===== config.mk =====
export PLATFORM = sky130hd
export DESIGN_NAME = ebus_dev
export DESIGN_NICKNAME = d
export VERILOG_FILES = /design/src/rtl/ebus_dev.sv
export SDC_FILE = /design/constraint.sdc
export NUM_CORES = 1
export LEC_CHECK = 0
export BUFFER_PORTS_ARGS = -buffer_cell sky130_fd_sc_hd__buf_2
export CAP_MARGIN = 30
export CELL_PAD_IN_SITES_DETAIL_PLACEMENT = 1
export CELL_PAD_IN_SITES_GLOBAL_PLACEMENT = 2
export CORE_ASPECT_RATIO = 1.5
export CORE_MARGIN = 4
export CORE_UTILIZATION = 29
export CTS_BUF_LIST = sky130_fd_sc_hd__clkbuf_2 sky130_fd_sc_hd__clkbuf_4 sky130_fd_sc_hd__clkbuf_8
export CTS_CLUSTER_DIAMETER = 120
export DETAILED_ROUTE_END_ITERATION = 8
export PLACE_DENSITY = 0.81
export SLEW_MARGIN = 20
export SYNTH_ARGS = -nofsm -noshare
export SYNTH_HDL_FRONTEND = slang
export SYNTH_SLANG_ARGS = --single-unit

===== constraint.sdc =====
create_clock -name clk -period 2.6 [get_ports clk]
set_input_delay 0.39 -clock clk [delete_from_list [all_inputs] [get_ports clk]]
set_output_delay 0.39 -clock clk [all_outputs]
set_load 0.03 [all_outputs]

===== src/rtl/ebus_dev.sv =====
// EBUS I/O device slave: decodes CONO/CONI/DATAO/DATAI for DEV_NUM, paces the
// transfer handshake, and exchanges a 36-bit data word with the device side.
// Optional priority-interrupt request logic is enabled by defining EBUS_DEV_PI_EN.
module ebus_dev #(
  parameter logic [6:0]  DEV_NUM    = 7'o040,
  parameter int unsigned XFER_DELAY = 2
) (
  input  logic        clk,
  input  logic        reset,
  input  logic [0:35] EBUS,
  input  logic [0:7]  EBUS_DS,
  input  logic [0:2]  ebusFunc,
  input  logic        ebusDemand,
  output logic        ebusXfer,
  output logic        DEVdrivingEBUS,
  output logic [0:35] DEV_EBUS,
  input  logic        devLoad,
  input  logic [0:35] devData,
  output logic        devReady,
  output logic [0:35] devDataOut,
  output logic        devDataStrobe,
  output logic [1:7]  piReq
);

  localparam int unsigned DW = 36;
  localparam int unsigned CW = 4;
  localparam logic [2:0] F_CONO  = 3'd0;
  localparam logic [2:0] F_CONI  = 3'd1;
  localparam logic [2:0] F_DATAO = 3'd2;
  localparam logic [2:0] F_DATAI = 3'd3;

  typedef enum logic [1:0] {S_IDLE, S_WAIT, S_XFER} state_t;

  state_t          r_state, w_next;
  logic [CW-1:0]   r_cnt, w_cnt_n;
  logic [2:0]      r_func, w_func_n;
  logic [0:DW-1]   r_data, w_data_n;
  logic [0:DW-1]   r_dout, w_dout_n;
  logic [2:0]      r_pia, w_pia_n;
  logic            r_done, w_done_n;
  logic            r_xfer, r_drv, r_strobe, r_ready, w_strobe_n;
  logic [0:DW-1]   r_dev_ebus, w_dev_ebus_n, w_rd_data;
  logic            w_sel, w_enter;
  logic            w_unused_ds;

  assign w_unused_ds = EBUS_DS[7];

  // State and datapath registers
  always_ff @(posedge clk) begin
    if (reset) begin
      r_state    <= S_IDLE;
      r_cnt      <= '0;
      r_func     <= '0;
      r_data     <= '0;
      r_dout     <= '0;
      r_pia      <= '0;
      r_done     <= 1'b0;
      r_xfer     <= 1'b0;
      r_drv      <= 1'b0;
      r_strobe   <= 1'b0;
      r_ready    <= 1'b1;
      r_dev_ebus <= '0;
    end else begin
      r_state    <= w_next;
      r_cnt      <= w_cnt_n;
      r_func     <= w_func_n;
      r_data     <= w_data_n;
      r_dout     <= w_dout_n;
      r_pia      <= w_pia_n;
      r_done     <= w_done_n;
      r_xfer     <= (w_next == S_XFER);
      r_drv      <= (w_next != S_IDLE) && w_func_n[0];
      r_strobe   <= w_strobe_n;
      r_ready    <= ~w_done_n;
      r_dev_ebus <= w_dev_ebus_n;
    end
  end

  // Read word is a snapshot of device status/data taken when the cycle is selected
  always_comb begin
    w_rd_data = '0;
    if (ebusFunc == F_CONI)
      w_rd_data = {31'b0, (r_state != S_IDLE), r_done, r_pia};
    else if (ebusFunc == F_DATAI)
      w_rd_data = r_data;
  end

  // Next-state and register-update logic
  always_comb begin
    w_next       = r_state;
    w_cnt_n      = r_cnt;
    w_func_n     = r_func;
    w_sel        = 1'b0;
    w_enter      = 1'b0;
    w_data_n     = r_data;
    w_dout_n     = r_dout;
    w_pia_n      = r_pia;
    w_done_n     = r_done;
    w_strobe_n   = 1'b0;
    w_dev_ebus_n = r_dev_ebus;

    case (r_state)
      S_IDLE: begin
        if (ebusDemand && (EBUS_DS[0:6] == DEV_NUM) && !ebusFunc[0]) begin
          w_next   = S_WAIT;
          w_cnt_n  = CW'(XFER_DELAY - 1);
          w_func_n = ebusFunc;
          w_sel    = 1'b1;
        end
      end
      S_WAIT: begin
        if (!ebusDemand)
          w_next = S_IDLE;
        else if (r_cnt == '0) begin
          w_next  = S_XFER;
          w_enter = 1'b1;
        end else
          w_cnt_n = CW'(r_cnt - CW'(1));
      end
      S_XFER: begin
        if (!ebusDemand)
          w_next = S_IDLE;
      end
      default: w_next = S_IDLE;
    endcase

    // Register side effects happen only on the single WAIT->XFER edge
    if (w_enter) begin
      case (r_func)
        F_CONO: begin
          if (EBUS[31]) w_done_n = 1'b0;
          if (EBUS[32]) w_done_n = 1'b1;
`ifdef EBUS_DEV_PI_EN
          w_pia_n = EBUS[33:35];
`endif
        end
        F_DATAI: w_done_n = 1'b0;
        F_DATAO: begin
          w_data_n   = EBUS;
          w_dout_n   = EBUS;
          w_strobe_n = 1'b1;
          w_done_n   = 1'b0;
        end
        default: ;
      endcase
    end

    // Device-side load; a DATAO landing the same edge takes priority
    if (devLoad && !w_done_n && !(w_enter && r_func == F_DATAO)) begin
      w_data_n = devData;
      w_done_n = 1'b1;
    end

    if (w_sel && ebusFunc[2])
      w_dev_ebus_n = w_rd_data;
    else if (w_sel || w_next == S_IDLE)
      w_dev_ebus_n = '0;
  end

  assign ebusXfer       = r_xfer;
  assign DEVdrivingEBUS = r_drv;
  assign DEV_EBUS       = r_dev_ebus;
  assign devReady       = r_ready;
  assign devDataOut     = r_dout;
  assign devDataStrobe  = r_strobe;

`ifdef EBUS_DEV_PI_EN
  logic [1:7] r_pi;

  // One-hot request on the assigned level, one cycle behind done/PIA
  always_ff @(posedge clk) begin
    if (reset)
      r_pi <= '0;
    else
      for (int n = 1; n <= 7; n++)
        r_pi[n] <= r_done && (r_pia == 3'(n));
  end

  assign piReq = r_pi;
`else
  assign piReq = '0;
`endif

endmodule


# Word-level counts from Yosys, hierarchy flattened
# Index checks and enable logic that the tools add are counted.
[word_totals]
ff_bits = 122
input_bits = 87
output_inout_bits = 83
[op_classes]
addsub = 1
eq_ne = 11
n_mux = 29
n_bitwise = 2
reduce_logical = 27
[ops]
columns = ["op", "count"]
rows = [
  ["2-to-1 mux 36 bit", 7],
  ["2-to-1 mux 1 bit", 12],
  ["2-to-1 mux 4 bit", 3],
  ["nonzero test 2 bit", 6],
  ["equality test 3 x 2 -> 1 bit (second input constant)", 3],
  ["2-to-1 mux 2 bit", 4],
  ["case mux 4 bit (2 select lines)", 1],
  ["equality test 7 x 6 -> 1 bit (second input constant)", 1],
  ["logical AND 1 bit", 7],
  ["!= test 2 bit (second input constant)", 3],
  ["case mux 2 bit (3 select lines)", 1],
  ["AND reduction 2 bit", 3],
  ["equality test 2 bit (second input constant)", 2],
  ["logical NOT 2 bit", 2],
  ["logical NOT 4 bit", 1],
  ["AND reduction 4 bit", 1],
  ["OR reduction 2 bit", 2],
  ["subtractor 4 x 1 -> 4 bit (second input constant)", 1],
  ["equality test 3 x 1 -> 1 bit (second input constant)", 1],
  ["logical NOT 1 bit", 3],
  ["logical NOT 3 bit", 1],
  ["equality test 2 x 1 -> 1 bit (second input constant)", 1],
  ["NOT 1 bit", 2],
  ["case mux 1 bit (2 select lines)", 1],
  ["logical OR 1 bit", 1],
]

# Logic depth before layout (Yosys ltp)
[depth]
ltp_word = 10
depth_mapped = 9

# Worst setup path after synthesis
# Ideal clock, no wire load.
[synth_path]
path_kind = "flip-flop to flip-flop"
startpoint = "register r_cnt[0]"
endpoint = "register r_data[10] (netlist bit)"
setup_time_ps = 139
arrival_time_ps = 2122
path_slack_ps = 339
path_stages_with_launch = 10
path_buffers = 2
path_cell_list = "dfxtp_1 > inv_1 > ha_1 > or3b_4 > or3_4 > or3b_1 > buf_6 > buf_6 > nor2_2 > a211oi_2"
[synth_via]
elab_chain_len = 10
elab_cells_between_ends = 14
[synth_rtl]
columns = ["element", "line_no", "rtl"]
rows = [
  ["from (decl)", "35", "logic [CW-1:0] r_cnt, w_cnt_n;"],
  ["from (signal assigned)", "65", "r_cnt <= w_cnt_n;"],
  ["logical NOT 4 bit *", "114", "else if (r_cnt == '0) begin"],
  ["2-to-1 mux 1 bit *", "114", ""],
  ["2-to-1 mux 1 bit *", "112", "if (!ebusDemand)"],
  ["2-to-1 mux 1 bit *", "102", "case (r_state)"],
  ["2-to-1 mux 1 bit", "128", "if (w_enter) begin"],
  ["logical NOT 1 bit", "149", "if (devLoad && !w_done_n && !(w_enter && r_func == F_DATAO)) begin"],
  ["logical AND 1 bit (2 in series)", "149", ""],
  ["nonzero test 2 bit (no line)", "n/a", ""],
  ["AND reduction 2 bit (no line)", "n/a", ""],
  ["to (signal assigned)", "67", "r_data <= w_data_n;"],
  ["to (decl)", "37", "logic [0:DW-1] r_data, w_data_n;"],
]
# Every way passes the cells marked *; elsewhere a longest branch is shown, timed or not.
# A chain may end at the register's enable or synchronous reset.

# Worst setup path after layout
[layout_path]
startpoint = "register r_cnt[0]"
endpoint = "register r_data[35] (netlist bit)"
# The elaborated chain is that of the path after synthesis.

==> summary.md <==
| Metric | Value |
|---|---|
| Status | `completed` |
| Commonest register cell after synthesis | `dfxtp_1` |
| Ratio of cells with drive above 1 in the final layout | `between 30% and 40%` |
| Buffering stage count on the worst path with inverters included | `2` |
| Critical-path cell with the highest stage delay | `or3_4` |
| Instance area after placement | `5780 sq um` |
| Clock insertion delay at the later pin of the skew report | `430 ps` |
| Number of logic stages on the critical path including buffering | `8` |
| Worst Hold Path Cells | `3` |
| Number of remaining DRC errors | `0` |
| Count of boundary I/O pins | `170` |
| Total number of vias | `~4500` |
| Number of nets with antenna violations after routing | `0` |
| Antenna violations before repair | `1` |
| Number of cells traversed by the worst register-to-register path | `8` |
| Sequential share of the synthesized area | `between 50% and 60%` |
| Cell repeated most along the worst path | `or3b_4` |
| Dpl hpwl | `10900 um` |
| Total negative slack for setup checks | `0 ps` |
| Kind of start point of the critical path | `flop` |
| Post-cts resize count | `0` |
| Setup CP Type | `reg -> reg` |
| Avg Vias per Cell | `approximately 4.8` |
| Buffers inserted during post-CTS setup optimization | `0` |
| Largest fanout on the critical path | `27` |
| Drt first pass iters | `4` |
| Number of endpoints failing setup at the final stage | `0` |
| Fraction of power consumed by combinational cells | `6.1%` |
| Relative slew slack | `62.9%` |
| Synth warn | `0` |
| Via count of the first global-routing pass | `4612` |
| Post-route fraction of the period consumed by the critical path | `95.4%` |
| Crit path time final | `2480 ps` |
| Overall routing resource usage | `15.8%` |
| Sum of overflow across all layers after global routing | `0` |
| Net total in the final layout | `800` |
| Critical path capture point type | `flop` |
| Number of port buffers | `161` |
| Net switching power | `932 uW` |
| Horizontal die dimension | `114 um` |
| Starting density of the core | `29.8%` |
| Async S/R FF share, synth | `0%` |
| Final GP Congestion | `0.749` |
| Share of total power in sequential cells | `between 40 and 50%` |
| Top cells by area, synth | `dfxtp_1 50%, nand2_1 8.9%, a21oi_1 7.8%` |
| Worst hold-check path type | `in -> reg` |
| Max-cap violation count | `0` |
| Clock sink count | `122` |
| Max Transition Viols Final | `0` |
| Area of the mapped netlist | `just under 5000 sq um` |
| Series of cell instances along the critical path | `inv_1 -> ha_1 -> or3b_4 -> or3_4 -> or3b_4 -> buf_4 -> nor2_1 -> a211oi_1` |
| Max frequency | `403 MHz` |
| Post-Route Hold Slack | `approximately 200 ps` |
| Post-layout worst setup margin | `121 ps` |
| Unrepaired setup endpoints after global routing | `no` |
| Number of H-tree levels | `4` |
| DR iter-0 viols | `approximately 220` |
| Skew final | `roughly 14 ps` |
| Synthesized instance count | `between 500 and 600` |
| Core Region | `16300 sq um` |
| Data required, critical path | `approximately 2900 ps` |
| Avg Inst Size Synth | `8.65 sq um` |
| Net switching share of the total power | `between 20% and 30%` |
| Number of CTS-inserted buffers | `17` |
| Synth-to-Final Area Change | `28.7%` |
| Count of cell types in the netlist | `42` |
| Die outline height | `167 um` |
| Post-route cell area | `6250 sq um` |
| Fill count | `2005` |
| Die footprint | `18900 sq um` |
| Place WS | `136 ps` |
| Hold-fix buffers at CTS | `0` |
| Clock tree from TritonCTS | `yes` |
| Total power after layout | `approximately 4000 uW` |
| Worst stage delay on the critical path | `440 ps` |
| Number of synthesized flops with an enable pin | `0` |
| Area share of the leading cell type in the synthesized netlist | `50.3%` |
| Portion of total power attributed to the clock network | `between 40 and 50%` |
| Worst-Margin Slew | `around 550 ps` |
| Clk Tree Root Cell | `clkbuf_8` |
| Clock edge transition at the registers on the reported setup and hold paths | `~80 ps` |
| WP data arrival | `2760 ps` |
| Number of placement rows | `57` |
| Pin count of the biggest net entering global routing | `60` |
| Internal power of the cells | `between 3000 and 4000 uW` |
| WL per Instance | `16.6 um` |
| Max clock buf depth | `2` |
| #FFs+latches synth | `122` |
| Power per unit of standard cell area | `~640 nW/um^2` |
| Total count of hold-check failures in the final report | `0` |
| Total wirelength of the detailed-routed design | `15500 um` |
| Wire length of the first global-routing pass | `~24000 um` |
| Largest area contributor in the netlist | `dfxtp_1` |
| Max VDD drop | `a little over 0.0003 V` |
| Leakage power figure | `0.00259 uW` |
| Family with the most delay on the worst path | `simple AND/OR/NAND/NOR gates` |
[state kept, by name, summed over array words and instances, names as in the netlist]
register	flops
r_func	3
ebusXfer	1
DEVdrivingEBUS	1
devReady	1
r_state	2
DEV_EBUS	36
devDataOut	36
r_data	36
r_cnt	4
devDataStrobe	1
r_done	1
[routing by layer]
| layer | vias to the layer above | part of all wire (%) | wire length (um) | track usage (%) |
|---|---|---|---|---|
| li1 | 2210 | - | - | - |
| met1 | 2166 | 41 | 6310 | 18.5 |
| met2 | 101 | 53 | 8270 | 28.2 |
| met3 | 15 | 4.4 | 676 | 3.34 |
| met4 | 0 | 1.4 | 210 | 5.44 |
| met5 | - | 0 | 0 | 0 |
[cell families (layout without fill, tap and decap cells)]
kind of cell	Yosys count	in the layout	synth area share, %
buffers and inverters	56	212	7.36
AOI/OAI and AO/OA	158	158	22.3
muxes	1	1	0.232
DFF	122	122	50.3
xor gates and xnor gates	3	3	0.541
and+or+nand+nor	220	220	19.0
other	1	8	0.0772
adders and majority gates	1	1	0.257
[area by class of cell]
class | count | area (sq um) | share of cell area, %
sequential | 122 | 2440 | 39.1
multi-input combinational | 390 | 2090 | 33.5
timing repair buffer | 178 | 1020 | 16.2
tap | 206 | 258 | 4.12
clock buffer | 19 | 255 | 4.08
clock inverter | 12 | 174 | 2.78
inverter | 3 | 11.3 | 0.180
antenna | 1 | 2.50 | 0.0400
[path summary, 6_finish.rpt]
check / startpoint / to / slack [ps]
setup / recovery: r_cnt[0] / r_data[35] / 120
hold / removal: EBUS[8] / devDataOut[8] / 200
setup reg to reg: r_cnt[0] / r_data[35] / 120
hold reg to reg: devDataOut[0] / devDataOut[0] / 460
[placed cells by master (no fill, tap or decap), drive strengths merged, types with 4 or more instances in the layout]
| cell type | instances |
|---|---|
| nor3 | 4 |
| dfxtp | 122 |
| clkinv | 7 |
| conb | 7 |
| nand2 | 115 |
| a211oi | 37 |
| a21oi | 76 |
| clkbuf | 20 |
| nor2b | 5 |
| nor2 | 81 |
| a22oi | 34 |
| buf | 177 |
| bufinv | 4 |
[power groups by stage]
| stage | Combinational (uW) | Sequential, uW | Clock (uW) |
|---|---|---|---|
| detailed placement | 244 | 1960 | 0 |
| CTS | 246 | 1920 | 1900 |
| finish | 243 | 1920 | 1840 |
| global placement | 240 | 1960 | 0 |
| floorplan | 142 | 1960 | 0 |
| global route | 268 | 1920 | 1980 |
[worst reg2reg max path, cell delays in order (launching register included)]
cell      delay, ps
dfxtp_1         340
inv_1            70
ha_1            170
or3b_4          430
or3_4           440
or3b_4          410
buf_4           250
nor2_1          160
a211oi_1         80
[stage by stage]
| stage | std cells | util [%] |
|---|---|---|
| 3_3_place_gp | 897 | 35.4 |
| 3_5_place_dp | 897 | 35.4 |
| 6_report | 931 | 38.3 |
| 2_1_floorplan | 568 | - |
| 4_1_cts | 928 | 38.0 |
| 5_1_grt | 931 | 38.3 |
[synth_stat cells, drive strengths merged, types with 2 or more instances]
cell type	n
buf	33
a22oi	34
a31oi	3
a21oi	76
inv	3
nor2b	5
clkbuf	20
nor2	81
nand2	115
nor3b	2
xor2	3
a32oi	2
nor3	4
o21ai	2
nand3	2
a211oi	37
dfxtp	122
or3b	2
(Power assumes the default switching activity.)
